--- src/rtl/alu_ctrl.sv ---
// alu_ctrl: board front end for a small registered ALU.
// Buttons are synchronised, debounced and edge-detected into load pulses that
// capture operand A, operand B and the opcode from a shared switch bus. A
// three-state FSM evaluates the ALU once per operand change and holds the
// registered result and flags with a valid indication.
module alu_ctrl #(
  parameter int BITS_DATA       = 8,
  parameter int BITS_OP         = 6,
  parameter int BUTTONS         = 3,
  parameter int DEBOUNCE_CYCLES = 1000000
) (
  input  logic                 clk,
  input  logic                 i_reset,
  input  logic [BITS_DATA-1:0] i_switches,
  input  logic [BUTTONS-1:0]   i_buttons,
  output logic [BITS_DATA-1:0] o_result,
  output logic                 o_zero,
  output logic                 o_carry,
  output logic                 o_overflow,
  output logic                 o_invalid_op,
  output logic                 o_valid,
  output logic                 o_busy
);

  localparam int CNT_W    = (DEBOUNCE_CYCLES > 1) ? $clog2(DEBOUNCE_CYCLES) : 1;
  localparam logic [CNT_W-1:0] CNT_LAST = CNT_W'(DEBOUNCE_CYCLES - 1);
  localparam logic [CNT_W-1:0] CNT_ONE  = CNT_W'(1);
  localparam int OP_DEC_W = 6;
  localparam logic [BITS_DATA:0] SHIFT_LIMIT = (BITS_DATA + 1)'(BITS_DATA);

  localparam logic [OP_DEC_W-1:0] OP_ADD = 6'b100000;
  localparam logic [OP_DEC_W-1:0] OP_SUB = 6'b100010;
  localparam logic [OP_DEC_W-1:0] OP_AND = 6'b100100;
  localparam logic [OP_DEC_W-1:0] OP_OR  = 6'b100101;
  localparam logic [OP_DEC_W-1:0] OP_XOR = 6'b100110;
  localparam logic [OP_DEC_W-1:0] OP_NOR = 6'b100111;
  localparam logic [OP_DEC_W-1:0] OP_SRA = 6'b000011;
  localparam logic [OP_DEC_W-1:0] OP_SRL = 6'b000010;

  typedef enum logic [1:0] {
    S_WAIT = 2'd0,
    S_EXEC = 2'd1,
    S_HOLD = 2'd2
  } state_t;

  // synchronisers
  logic [BUTTONS-1:0]   btn_meta_r, btn_sync_r;
  logic [BITS_DATA-1:0] sw_meta_r, sw_sync_r;

  // debounce / edge detect
  logic [BUTTONS-1:0]   deb_lvl_s, arm_s, deb_prev_r, pulse_s;

  // operand storage
  logic [BITS_DATA-1:0] a_r, b_r;
  logic [BITS_OP-1:0]   op_r;
  logic [BUTTONS-1:0]   mask_r, mask_next_s;
  logic                 all_loaded_s, any_pulse_s;

  // FSM
  state_t               state_r, state_next_s;
  logic                 busy_r, valid_r;

  // ALU
  logic [BITS_DATA-1:0] alu_res_s;
  logic [BITS_DATA:0]   sum_s;
  logic                 alu_carry_s, alu_ovf_s, alu_inv_s;
  logic                 op_hi_zero_s, shift_big_s;

  // registered outputs
  logic [BITS_DATA-1:0] result_r;
  logic                 zero_r, carry_r, ovf_r, inv_r;

  // Two-flop synchronisers for the asynchronous buttons and switch bus
  always_ff @(posedge clk or posedge i_reset) begin
    if (i_reset) begin
      btn_meta_r <= '0;
      btn_sync_r <= '0;
      sw_meta_r  <= '0;
      sw_sync_r  <= '0;
    end else begin
      btn_meta_r <= i_buttons;
      btn_sync_r <= btn_meta_r;
      sw_meta_r  <= i_switches;
      sw_sync_r  <= sw_meta_r;
    end
  end

  for (genvar k = 0; k < BUTTONS; k++) begin : g_btn
    logic [CNT_W-1:0] cnt_r;
    logic             deb_r;
    logic             arm_r;

    // Debounce: accept a new level after DEBOUNCE_CYCLES differing samples.
    // After reset a button is only armed once it has been seen stably
    // released, so a press held through reset never produces a load.
    always_ff @(posedge clk or posedge i_reset) begin
      if (i_reset) begin
        cnt_r <= '0;
        deb_r <= 1'b0;
        arm_r <= 1'b0;
      end else if (btn_sync_r[k] != deb_r) begin
        if (cnt_r == CNT_LAST) begin
          deb_r <= btn_sync_r[k];
          cnt_r <= '0;
        end else begin
          cnt_r <= cnt_r + CNT_ONE;
        end
      end else if (!arm_r && !deb_r) begin
        if (cnt_r == CNT_LAST) begin
          arm_r <= 1'b1;
          cnt_r <= '0;
        end else begin
          cnt_r <= cnt_r + CNT_ONE;
        end
      end else begin
        cnt_r <= '0;
      end
    end

    assign deb_lvl_s[k] = deb_r;
    assign arm_s[k]     = arm_r;
  end

  // Previous debounced level for rising-edge detection
  always_ff @(posedge clk or posedge i_reset) begin
    if (i_reset) begin
      deb_prev_r <= '0;
    end else begin
      deb_prev_r <= deb_lvl_s;
    end
  end

  assign pulse_s      = deb_lvl_s & ~deb_prev_r & arm_s;
  assign any_pulse_s  = |pulse_s;
  assign mask_next_s  = mask_r | pulse_s;
  assign all_loaded_s = &mask_next_s;

  // Operand capture on load pulses; simultaneous pulses share the value
  always_ff @(posedge clk or posedge i_reset) begin
    if (i_reset) begin
      a_r    <= '0;
      b_r    <= '0;
      op_r   <= '0;
      mask_r <= '0;
    end else begin
      if (pulse_s[0]) begin
        a_r <= sw_sync_r;
      end
      if (pulse_s[1]) begin
        b_r <= sw_sync_r;
      end
      if (pulse_s[2]) begin
        op_r <= sw_sync_r[BITS_OP-1:0];
      end
      mask_r <= mask_next_s;
    end
  end

  // Next-state logic: evaluate once all operands are present and again on
  // every later load, including one arriving mid-evaluation
  always_comb begin
    state_next_s = state_r;
    case (state_r)
      S_WAIT: begin
        if (all_loaded_s) begin
          state_next_s = S_EXEC;
        end else begin
          state_next_s = S_WAIT;
        end
      end
      S_EXEC: begin
        if (any_pulse_s) begin
          state_next_s = S_EXEC;
        end else begin
          state_next_s = S_HOLD;
        end
      end
      S_HOLD: begin
        if (any_pulse_s) begin
          state_next_s = S_EXEC;
        end else begin
          state_next_s = S_HOLD;
        end
      end
      default: begin
        state_next_s = S_WAIT;
      end
    endcase
  end

  // State register with busy/valid registered from the next state
  always_ff @(posedge clk or posedge i_reset) begin
    if (i_reset) begin
      state_r <= S_WAIT;
      busy_r  <= 1'b0;
      valid_r <= 1'b0;
    end else begin
      state_r <= state_next_s;
      busy_r  <= (state_next_s == S_EXEC);
      valid_r <= (state_next_s == S_HOLD);
    end
  end

  assign op_hi_zero_s = ((op_r >> OP_DEC_W) == '0);
  assign shift_big_s  = ({1'b0, b_r} >= SHIFT_LIMIT);

  // Combinational ALU over the captured operands
  always_comb begin
    alu_res_s   = '0;
    alu_carry_s = 1'b0;
    alu_ovf_s   = 1'b0;
    alu_inv_s   = 1'b0;
    sum_s       = '0;
    if (op_hi_zero_s) begin
      case (op_r[OP_DEC_W-1:0])
        OP_ADD: begin
          sum_s       = {1'b0, a_r} + {1'b0, b_r};
          alu_res_s   = sum_s[BITS_DATA-1:0];
          alu_carry_s = sum_s[BITS_DATA];
          alu_ovf_s   = (a_r[BITS_DATA-1] == b_r[BITS_DATA-1]) &&
                        (sum_s[BITS_DATA-1] != a_r[BITS_DATA-1]);
        end
        OP_SUB: begin
          // the extra MSB of the widened difference is the borrow (A < B)
          sum_s       = {1'b0, a_r} - {1'b0, b_r};
          alu_res_s   = sum_s[BITS_DATA-1:0];
          alu_carry_s = sum_s[BITS_DATA];
          alu_ovf_s   = (a_r[BITS_DATA-1] != b_r[BITS_DATA-1]) &&
                        (sum_s[BITS_DATA-1] != a_r[BITS_DATA-1]);
        end
        OP_AND: alu_res_s = a_r & b_r;
        OP_OR:  alu_res_s = a_r | b_r;
        OP_XOR: alu_res_s = a_r ^ b_r;
        OP_NOR: alu_res_s = ~(a_r | b_r);
        OP_SRA: begin
          if (shift_big_s) begin
            alu_res_s = {BITS_DATA{a_r[BITS_DATA-1]}};
          end else begin
            alu_res_s = $signed(a_r) >>> b_r;
          end
        end
        OP_SRL: begin
          if (shift_big_s) begin
            alu_res_s = '0;
          end else begin
            alu_res_s = a_r >> b_r;
          end
        end
        default: alu_inv_s = 1'b1;
      endcase
    end else begin
      alu_inv_s = 1'b1;
    end
  end

  // Result and flags are captured only on the final evaluation cycle
  always_ff @(posedge clk or posedge i_reset) begin
    if (i_reset) begin
      result_r <= '0;
      zero_r   <= 1'b0;
      carry_r  <= 1'b0;
      ovf_r    <= 1'b0;
      inv_r    <= 1'b0;
    end else if ((state_r == S_EXEC) && !any_pulse_s) begin
      result_r <= alu_res_s;
      zero_r   <= !alu_inv_s && (alu_res_s == '0);
      carry_r  <= alu_carry_s;
      ovf_r    <= alu_ovf_s;
      inv_r    <= alu_inv_s;
    end else begin
      result_r <= result_r;
      zero_r   <= zero_r;
      carry_r  <= carry_r;
      ovf_r    <= ovf_r;
      inv_r    <= inv_r;
    end
  end

  assign o_result     = result_r;
  assign o_zero       = zero_r;
  assign o_carry      = carry_r;
  assign o_overflow   = ovf_r;
  assign o_invalid_op = inv_r;
  assign o_valid      = valid_r;
  assign o_busy       = busy_r;

endmodule

--- config.mk ---
export PLATFORM = sky130hd
export DESIGN_NAME = alu_ctrl
export DESIGN_NICKNAME = d
export VERILOG_FILES = /design/src/rtl/alu_ctrl.sv
export SDC_FILE = /design/constraint.sdc
export NUM_CORES = 1
export LEC_CHECK = 0
export CAP_MARGIN = 20
export CORE_MARGIN = 8
export CORE_UTILIZATION = 55
export DETAILED_ROUTE_END_ITERATION = 7
export GPL_TIMING_DRIVEN = 0
export HOLD_SLACK_MARGIN = 0.06
export PLACE_DENSITY = 0.73
export SLEW_MARGIN = 20
export SYNTH_ARGS = -nofsm -noshare
export SYNTH_HDL_FRONTEND = slang
export SYNTH_SLANG_ARGS = --single-unit
--- constraint.sdc ---
create_clock -name clk -period 4.8 [get_ports clk]
set_input_delay 0.96 -clock clk [delete_from_list [all_inputs] [get_ports clk]]
set_output_delay 0.96 -clock clk [all_outputs]
set_load 0.01 [all_outputs]
==> metrics.md <==
| Metric | Value |
|---|---|
| Slew margin rel. | `0.402` |
| Clock latency on the worst-skew pair | `410 ps` |
| Synth Warn # | `0` |
| Die width | `129 um` |
| Required time worst endpoint | `5150 ps` |
| Die ar. | `16,600 um2` |
| CP arrival | `3920 ps` |
| Pre-Repair DR Iteration Count | `5` |
| Status | `finished, final reports clean` |
| Starting Density | `0.558` |
| Final net count | `774` |
| Compound-Gate Fraction of Synth Area | `0.0970` |
| Clk buf depth | `2` |
| Detail Route Antenna Nets | `0` |
| Sequential-to-total area share from yosys stat | `0.473` |
| Fraction of layout cells with a size suffix above 1 | `0.106` |
| Worst-Margin Slew | `886 ps` |
| Adder-cell share of the synthesized area | `0.0612` |
| Vias per cell | `5.64` |
| H-tree depth | `4` |
| Core Area | `12,500 um2` |
| Ys async rst share | `1.00` |
| Syn avg cell area | `10.2 um2` |
| Root buf cell | `clkbuf_16` |
| Fin. Hold Viols | `0` |
| Multiplexer share of the synthesized area | `0.0766` |
| Post-Synthesis Cells | `682` |
| First-pass GRT wire length | `25,000 um` |
| Routed vias | `5,132` |
| Post-DP HPWL | `10,700 um` |
| Num ports | `27` |
| CP Max Fanout | `10` |
| Clock skew | `6.33 ps` |
| # hold bufs at CTS | `0` |
| Die Y | `129 um` |
| Final period utilization | `0.744` |
| Synth cell types | `65` |
| #FFs+latches synth | `132` |
| Setup TNS | `0 ps` |
| TritonCTS buffer count | `17` |
| Vias in the first global route | `5,153` |
| Clock transition at path regs | `50 ps` |
| Worst Setup End Kind | `register` |
| GRT overflow | `0` |
| CP startpoint kind | `register` |
| Leak | `3.72 nW` |
| Largest net degree at the start of global routing | `68` |
| RSZ-0062 raised after global routing | `false` |
| Fmax | `280 MHz` |
| Final WL | `14,700 um` |
| Post-synthesis simple-gate area fraction | `0.182` |
| Min cycle time layout | `3570 ps` |
| Cell Pwr Density | `284 nW/um2` |
| # clock sinks | `132` |
| Pins Over Slew Limit | `0` |
| Core Util, Final | `0.640` |
| Synth Area in XOR/XNOR | `0.0802` |
| Drt drc | `0` |
| # rows | `41` |
| Top_reg_cell synth | `dfrtp_1` |
| Mapped cell area | `6990 um2` |
| Fillers | `1,023` |
| Worst Hold Class | `register to register` |
| Post-CTS sizing | `0` |
| TritonCTS clock tree | `yes` |
| GPL Wtd Cong | `0.879` |
| Worst Path Class, Setup | `register to register` |
| Setup violators final | `0` |
| Area growth syn-to-layout | `14.6%` |
| GR Util All Layers | `0.191` |
| Post-CTS Setup Bufs | `0` |
| Syn_nets | `728` |
| Initial DRC count | `315` |
| Max cap viols | `0` |
| Peak VDD IR | `263 uV` |
| Port-buffer cells | `26` |
| Drt wl/cell | `16.2 um` |
| Post-synth EDFFs | `0` |
| Largest family of logic cells by synthesized area | `simple AND/OR/NAND/NOR gates` |
| Initial antenna violation count | `0` |
| Ant diodes | `0` |
Yosys cell counts (3+ instances only):
master | count | area [um2]
clkbuf_1 | 15 | 56.3
o32ai_1 | 4 | 35.0
mux2_2 | 34 | 383
a211oi_1 | 5 | 37.5
nand4_1 | 4 | 25.0
dfrtp_1 | 132 | 3300
inv_1 | 31 | 116
o211ai_1 | 3 | 22.5
and2_1 | 12 | 75.1
mux2i_1 | 13 | 130
o21ai_0 | 18 | 90.1
nand2b_1 | 8 | 50.1
o311ai_0 | 3 | 26.3
a31oi_1 | 4 | 25.0
ha_1 | 31 | 388
nor4_1 | 5 | 31.3
buf_2 | 4 | 20.0
a21o_1 | 4 | 30.0
and4_1 | 4 | 35.0
a211o_1 | 4 | 35.0
and3_1 | 29 | 181
xnor2_1 | 30 | 263
o21bai_1 | 3 | 22.5
o21a_1 | 4 | 30.0
nor4b_1 | 3 | 26.3
a21oi_1 | 23 | 115
nor2b_1 | 5 | 31.3
a2111o_1 | 3 | 33.8
buf_1 | 4 | 15.0
nor3_1 | 9 | 45.0
nand2_1 | 42 | 158
or4_1 | 3 | 22.5
or3_1 | 4 | 25.0
nor2_1 | 82 | 308
xor2_1 | 34 | 298
nand3_1 | 30 | 150
logic make-up (layout without fill, tap and decap cells):
family                   after synthesis  in the layout
AND/OR/NAND/NOR                      252            252
flip-flops                           132            132
AO/OA/AOI/OAI                         98             98
XOR/XNOR                              64             64
buffers and inverters                 55            111
multiplexers                          48             48
adder cells (fa/ha/maj)               33             33
metrics by stage:
step | hold WS, ps | cell area, um2 | worst slack, ps | power [mW] | cells
6_report | 342 | 8010 | 1230 | 2.27 | 910
4_1_cts | 346 | 8010 | 1240 | 2.29 | 910
3_3_place_gp | 333 | 7470 | -1250 | 1.18 | 880
5_1_grt | 350 | 8010 | 1030 | 2.35 | 910
3_5_place_dp | 335 | 7500 | 1270 | 1.18 | 881
2_1_floorplan | 331 | 6990 | 314 | 1.16 | 682
where the power goes:
part	internal (mW)	switching, mW	leakage [nW]
Combinational	0.0114	0.0230	1.72
Clock	0.657	0.453	0.246
Sequential	1.12	0.00459	1.75
Total	1.79	0.480	3.72
placed cells by master (no fill, tap or decap), types with 23 or more instances in the layout:
cell / instances
ha_1: 31
nor2_1: 82
nand2_1: 42
and3_1: 29
nand3_1: 30
clkdlybuf4s50_1: 26
a21oi_1: 23
inv_1: 30
mux2_2: 34
xor2_1: 34
dfrtp_1: 132
xnor2_1: 30
routing by layer:
| layer | part of all wire | wire [um] | track usage |
|---|---|---|---|
| met3 | 0.046 | 678 | 0.0484 |
| met4 | 0.025 | 363 | 0.0898 |
| met1 | 0.46 | 6790 | 0.246 |
| met2 | 0.47 | 6890 | 0.296 |
| met5 | 0 | 0 | 0 |
sequential cells by signal, indices dropped and copies added, names as in the netlist, 2 cells and up:
signal	cells
sw_sync_r	8
a_r	8
g_btn.arm_r	3
g_btn.deb_r	3
g_btn.cnt_r	60
sw_meta_r	8
mask_r	3
op_r	6
state_r	2
btn_sync_r	3
deb_prev_r	3
o_result	8
btn_meta_r	3
b_r	8
critical path: stages (launching register included):
cell	delay [ps]
dfrtp_1	400
clkbuf_1	400
buf_1	410
inv_1	250
fa_1	490
nor2_1	120
a21oi_1	70
xnor2_1	150
a2111o_1	450
a2111o_1	370
nor4_2	190
a41o_1	200
final cells by class:
class	instances	area, um2	area share
clock inverters	10	61.3	0.00766
well taps	172	215	0.0269
repair buffers	27	288	0.0359
clock buffers	19	443	0.0553
flip-flops and latches	132	3300	0.412
multi-input cells	495	3480	0.435
plain buffers	24	96.3	0.0120
inverters	31	121	0.0152
path summary, 6_finish.rpt:
kind	from	end	cells past startpoint	slack, ps
worst max-delay path	b_r[1]	o_zero	11	1230
worst min-delay path	sw_meta_r[1]	sw_sync_r[1]	0	340
worst max register to register	b_r[1]	o_zero	11	1230
worst min register to register	sw_meta_r[1]	sw_sync_r[1]	0	340
max in group asynchronous	i_reset	g_btn[0].cnt_r[19]	3	3070
min in group asynchronous	i_reset	btn_meta_r[2]	2	1020
Note: power is estimated with default switching activity, not from simulation.
